`config.mk`:
```
export PLATFORM = sky130hd
export DESIGN_NAME = param_counter_divider
export DESIGN_NICKNAME = d
export VERILOG_FILES = /design/src/rtl/counter_defs_pkg.sv /design/src/rtl/div_toggle_stage.sv /design/src/rtl/param_counter_divider.sv
export SDC_FILE = /design/constraint.sdc
export NUM_CORES = 1
export LEC_CHECK = 0
export BUFFER_PORTS_ARGS = -buffer_cell sky130_fd_sc_hd__buf_2
export CORE_AREA = 2 2 39 41
export DETAILED_ROUTE_END_ITERATION = 16
export DIE_AREA = 0 0 41 43
export SYNTH_ARGS = -nofsm -noshare
export SYNTH_HDL_FRONTEND = slang
export SYNTH_HIERARCHICAL = 1
export SYNTH_SLANG_ARGS = --single-unit
```
`constraint.sdc`:
```
create_clock -name clock -period 3.65 [get_ports clock]
set_clock_uncertainty 0.2 [all_clocks]
set_input_delay 0.365 -clock clock [delete_from_list [all_inputs] [get_ports clock]]
set_output_delay 0.365 -clock clock [all_outputs]
set_load 0.005 [all_outputs]
```
`src/rtl/counter_defs_pkg.sv`:
```
// ============================================================================
// Module      : counter_defs_pkg
// Description : Shared definitions for the counter/divider family: a clog2
//               helper, direction encodings and the MODULUS legality check.
// Revision    : 1.0 - initial release
// ============================================================================
`default_nettype none

package counter_defs_pkg;

    localparam logic DIR_UP   = 1'b1;
    localparam logic DIR_DOWN = 1'b0;

    function automatic int clog2(input longint value);
        int result = 0;
        for (longint v = value - 1; v > 0; v = v >> 1) begin
            result++;
        end
        return result;
    endfunction

endpackage

// Legal when 2 <= M <= 2**W; written with clog2 so wide W cannot overflow.
`define COUNTER_CHECK_MODULUS(W, M) \
    if (((M) < 2) || (counter_defs_pkg::clog2(M) > (W))) begin : g_illegal_modulus \
        $fatal(1, "param_counter_divider: MODULUS outside 2..2**WIDTH"); \
    end

`default_nettype wire

```
`src/rtl/div_toggle_stage.sv`:
```
// ============================================================================
// Module      : div_toggle_stage
// Description : 1-bit registered toggle with async active-high reset; a
//               reusable divide-by-2 stage.
// Revision    : 1.0 - initial release
// ============================================================================
`default_nettype none

module div_toggle_stage (
    input  logic clock,
    input  logic reset,
    input  logic toggle,
    output logic q
);

    logic state_q;
    logic state_d;

    always_comb begin
        state_d = state_q ^ toggle;
    end

    always_ff @(posedge clock or posedge reset) begin
        if (reset) begin
            state_q <= 1'b0;
        end else begin
            state_q <= state_d;
        end
    end

    assign q = state_q;

endmodule

`default_nettype wire

```
`src/rtl/param_counter_divider.sv`:
```
// ============================================================================
// Module      : param_counter_divider
// Description : WIDTH-bit up/down modulo-MODULUS counter with a cascadable
//               terminal-count strobe and a 50%-duty divided output.
//               Optional synchronous load when PARAM_COUNTER_LOAD_EN is defined.
// Revision    : 1.0 - initial release
// ============================================================================
`default_nettype none

module param_counter_divider
    import counter_defs_pkg::*;
#(
    parameter int WIDTH   = 4,
    parameter int MODULUS = 10
) (
    input  logic             clock,
    input  logic             reset,
    input  logic             enable,
    input  logic             up,
    input  logic             clear,
`ifdef PARAM_COUNTER_LOAD_EN
    input  logic             load,
    input  logic [WIDTH-1:0] load_value,
`endif
    output logic [WIDTH-1:0] count,
    output logic             tc,
    output logic             div_out
);

    `COUNTER_CHECK_MODULUS(WIDTH, MODULUS)

    localparam logic [WIDTH-1:0] MAX_COUNT = WIDTH'(MODULUS - 1);

    logic [WIDTH-1:0] count_q;
    logic [WIDTH-1:0] count_d;
    logic [WIDTH-1:0] load_sat;
    logic             load_active;
    logic             at_terminal;

`ifdef PARAM_COUNTER_LOAD_EN
    localparam logic [WIDTH:0] MOD_EXT = (WIDTH + 1)'(MODULUS);

    assign load_active = load;
    assign load_sat    = ({1'b0, load_value} >= MOD_EXT) ? MAX_COUNT : load_value;
`else
    assign load_active = 1'b0;
    assign load_sat    = '0;
`endif

    assign at_terminal = (up == DIR_UP) ? (count_q == MAX_COUNT) : (count_q == '0);
    assign tc          = enable & ~clear & ~load_active & at_terminal;

    always_comb begin
        count_d = count_q;
        if (clear) begin
            count_d = '0;
        end else if (load_active) begin
            count_d = load_sat;
        end else if (enable) begin
            if (up == DIR_DOWN) begin
                count_d = (count_q == '0) ? MAX_COUNT : count_q - 1'b1;
            end else begin
                count_d = (count_q == MAX_COUNT) ? '0 : count_q + 1'b1;
            end
        end
    end

    always_ff @(posedge clock or posedge reset) begin
        if (reset) begin
            count_q <= '0;
        end else begin
            count_q <= count_d;
        end
    end

    // tc already excludes clear and load, so those edges never toggle.
    div_toggle_stage u_div_stage (
        .clock  (clock),
        .reset  (reset),
        .toggle (tc),
        .q      (div_out)
    );

    assign count = count_q;

endmodule

`default_nettype wire

```
# Yosys cells after proc, flatten, opt, wreduce, memory -nomap -nowiden
# Index checks and enable logic that the tools add are counted.
# classes
n_addsub	2
n_eq_ne	1
mux	6
bitwise_logic	4
n_reduce_logical	2
# op_table
operator	count
4-bit two-way mux	5
4-bit by 1-bit adder with 4-bit output, second input constant	1
4-bit == test, second input constant	1
4-bit zero test	1
4-bit by 1-bit subtractor with 4-bit output, second input constant	1
1-bit bitwise AND	2
2-bit nonzero test	1
1-bit two-way mux	1
1-bit inverter	1
1-bit XOR	1
# totals
regBits	5
in_bits	5
word_cells	17

# Depth between registers and ports, before layout
# depth
depth_word	5
depth_mapped	6

# Hierarchy
# The synthesis kept the hierarchy.
# by_module_without_submodules
mod	instances	cells_per_inst	area_each_um2	seq_area_each_um2
param_counter_divider	1	45	404.1	100.1
div_toggle_stage	1	3	37.5	25.0

# Worst setup path after synthesis
# No wires, ideal clock.
# synth_timing
path_kind	register to output
start	register count_q[1] (netlist: count[1])
end	output tc
arrival_time_ps	1196
required_ps	3085
slack_ps	1889
stages_incl_launch_ff	6
path_buffers	0
path_cell_list	dfrtp_1 inv_1 ha_1 and3_2 a31oi_1 nor3_1
# synth_via
elab_chain_len	3
# synth_lines
element	line_no	rtl
from (decl)	param_counter_divider.sv:34	logic [WIDTH-1:0] count_q;
from (signal assigned)	param_counter_divider.sv:72	count_q <= count_d;
4-bit == test / 4-bit zero test (equally long branches)	param_counter_divider.sv:50	assign at_terminal = (up == DIR_UP) ? (count_q == MAX_COUNT) : (count_q == '0);
1-bit two-way mux (*)	param_counter_divider.sv:50	
1-bit bitwise AND (*)	param_counter_divider.sv:51	assign tc = enable & ~clear & ~load_active & at_terminal;
to (decl)	param_counter_divider.sv:26	output logic tc,
# Mark *: on every way between the ends. The rest lies on a longest branch, timed or not.

# Worst setup path in the final report
# Same ends and word-level chain as after synthesis.

==> impl_results.md <==
- H-tree levels: 1
- Syn_nets: between 50 and 60
- Yosys cell types: 26
- Crit path cell chain: inv_1 > ha_1 > and3_2 > a31oi_1 > nor3_1 > buf_2
- Cells after DPL: 72
- DRC: 0
- GR Overflow Total: 0
- CP max stage delay: between 400 and 500 ps
- Status: finished clean
- P&R area growth vs syn: 19.0%
- Synth Warn #: 6
- Flop2flop setup slack: around 1900 ps
- Tcrit/Tclk final: 0.610
- Chip Width: between 40 and 50 µm
- Wirelength per Cell: between 10 and 15 µm
- Worst-margin pin slew: about 300 ps
- Standard-cell rows: 14
- I/O pins: 11
- Synth top area share: 0.283
- Clk_lat worst skew: 240 ps
- Leakage: approximately 0.26 nW
- CP max-delay cell: dfrtp_1
- Mux share of post-synthesis cell area: 0.0340
- Fin util: 0.380
- Initial antenna violation count: 0
- Fin. Hold Viols: 0
- All-layer global routing usage: 0.134
- Synth area leaders: dfrtp_1, ha_1, inv_1
- Hold Worst Slack: 194 ps
- Main combinational cell family by area after synthesis: compound AO/OA/AOI/OAI gates
- Worst hold-check path type: input port to register
- Routed WL: approximately 1100 µm
- IO Port Bufs: 10
- Clock-pin slew on the worst setup and hold paths: around 50 ps
- RSZ-0062 raised after global routing: no
- Synth Area in Adders: 0.113
- Seq/Total Area, Yosys: 0.283
- Post-CTS Resized: 0
- Clock Tree Buf Depth: 2
- Final non-filler cell total: 77
- First-pass GRT wire length: approximately 1600 µm
- Pwr/cell area: 386 nW/µm²
- Max-slew violations: 0
- CP Data Arrival Time: 1660 ps
- CTS sink count: 5
- CTS Buf Count: 3
- Via count: a little over 400
- Final ANT Viol Nets: 0
- Post-layout net count: between 70 and 80
- Detailed-route vias per instance: 5.35
- Cell area after synthesis: between 400 and 500 µm²
- Crit start category: register
- Yosys reg bits: 5
- Mean Syn Cell Area: between 9 and 10 µm²
- Initial Util: 0.319
- Relative slew slack: 0.799
- Setup-failing EPs final: 0
- TritonCTS clock tree: built
- Power Total: ~0.0002 W
- Die Ht: roughly 43 µm
- Clk root buf: clkbuf_4
- Max_cap viols: 0
- CP max FO: 7
- Antenna diodes: 0
- Share of cells above drive strength 1: 0.295
- Starting DRC count in detailed routing: 7
- Tmin final: 2230 ps
- DR pass1 iterations: 4
- Cell accounting for the most synthesized area: dfrtp_1
- Setup total negative slack: 0 ps
- Simple-gate share of the synthesized area: 0.125
- Vias in the first global route: between 300 and 400
- Gpl congestion: 0.828
- Post-synthesis compound-gate area fraction: 0.306
- Setup crit end kind: output pin
- Dpl hpwl: between 700 and 800 µm
- Core ar.: between 1000 and 1500 µm²
- Syn Inst Count: 48
- Pin count of the biggest net entering global routing: 11
- Post-Synth XOR/XNOR Area: 0.0198
- Post-CTS setup buffer count: 0
- Req. time, crit path: approximately 3100 ps
- CP Class: register to output pin
- VDD IR max: roughly 0.2 mV
- Die area: roughly 1800 µm²
- F_max: approximately 0.45 GHz
## critical path: cells and delay by family, from the launching register on
family	cells	cell delay (ps)
DFF	1	440
buffers and inverters	2	320
adders and majority gates	1	220
AOI/OAI and AO/OA	1	40
and+or+nand+nor	2	420
## through the flow
step	worst slack, ps	area [µm²]
final	1420	526
after global routing	1290	526
after CTS	1410	526
after detailed placement	1670	489
after global placement	1710	489
after floorplan	1890	442
## layout make-up
cell class	count	area, µm²
multi-input combinational	33	264
inverter	8	30.0
timing repair buffer	11	60.1
tap	16	20.0
clock buffer	4	26.3
sequential	5	125
fill	159	858
## cell usage in the layout (no fill, tap or decap), types with 2 or more instances in the layout
master	n
buf_2	10
inv_1	8
dfrtp_1	5
ha_1	4
nor2_1	3
a31oi_1	3
clkbuf_4	3
a22o_1	2
nor3_1	2
a21oi_1	2
## report_power, final
group	switching [W]	internal [W]
combinational	0.0000309	0.0000293
clock	0.0000234	0.0000414
sequential	0.0000124	0.0000652
total	0.0000668	0.000136
## timing repair
action	4_1_cts	5_1_grt
endpoints found under the setup margin	0	0
hold buffers	1	0
hold endpoints to repair	5	0
## Yosys cell counts (all sizes together)
| cell type | count |
|---|---|
| nand2b | 1 |
| a221oi | 1 |
| a22o | 2 |
| mux2 | 1 |
| nor3 | 2 |
| a41oi | 1 |
| a21oi | 2 |
| o32ai | 1 |
| o211ai | 1 |
| dfrtp | 5 |
| nor2 | 3 |
| nand2 | 1 |
| nand3 | 1 |
| xor2 | 1 |
| o2bb2ai | 1 |
| buf | 2 |
| ha | 4 |
| and3 | 1 |
| a31o | 1 |
| inv | 8 |
| o21a | 1 |
| a21boi | 1 |
| and4b | 1 |
| a21o | 1 |
| a31oi | 3 |
| a211oi | 1 |
## path summary, 6_finish.rpt
path                                          from                 endpoint  cells past startpoint
min in group asynchronous                    reset  u_div_stage/q$_DFF_PP0_                      3
min                                          clear     count[2]$_DFFE_PP0P_                      3
min reg2reg                u_div_stage/q$_DFF_PP0_  u_div_stage/q$_DFF_PP0_                      1
max in group asynchronous                    reset     count[1]$_DFFE_PP0P_                      3
max                           count[1]$_DFFE_PP0P_                       tc                      6
max reg2reg                   count[0]$_DFFE_PP0P_     count[3]$_DFFE_PP0P_                      5
## registers in the layout, indices dropped and copies added (netlist names)
register / cells
u_div_stage/q: 1
count: 4
## logic make-up after synthesis
kind of cell | after synthesis
compound gates | 17
mux | 1
flops | 5
simple gates | 10
xor+xnor | 1
fa+ha+maj | 4
buf+inv | 10
## routing by layer
layer	wire length, µm	global-route usage	share of wire
met1	513	0.152	0.48
met2	509	0.222	0.48
met3	39	0.0628	0.037
met4	0	0.0200	0
met5	0	0	0
Note: power is estimated with default switching activity, not from simulation.
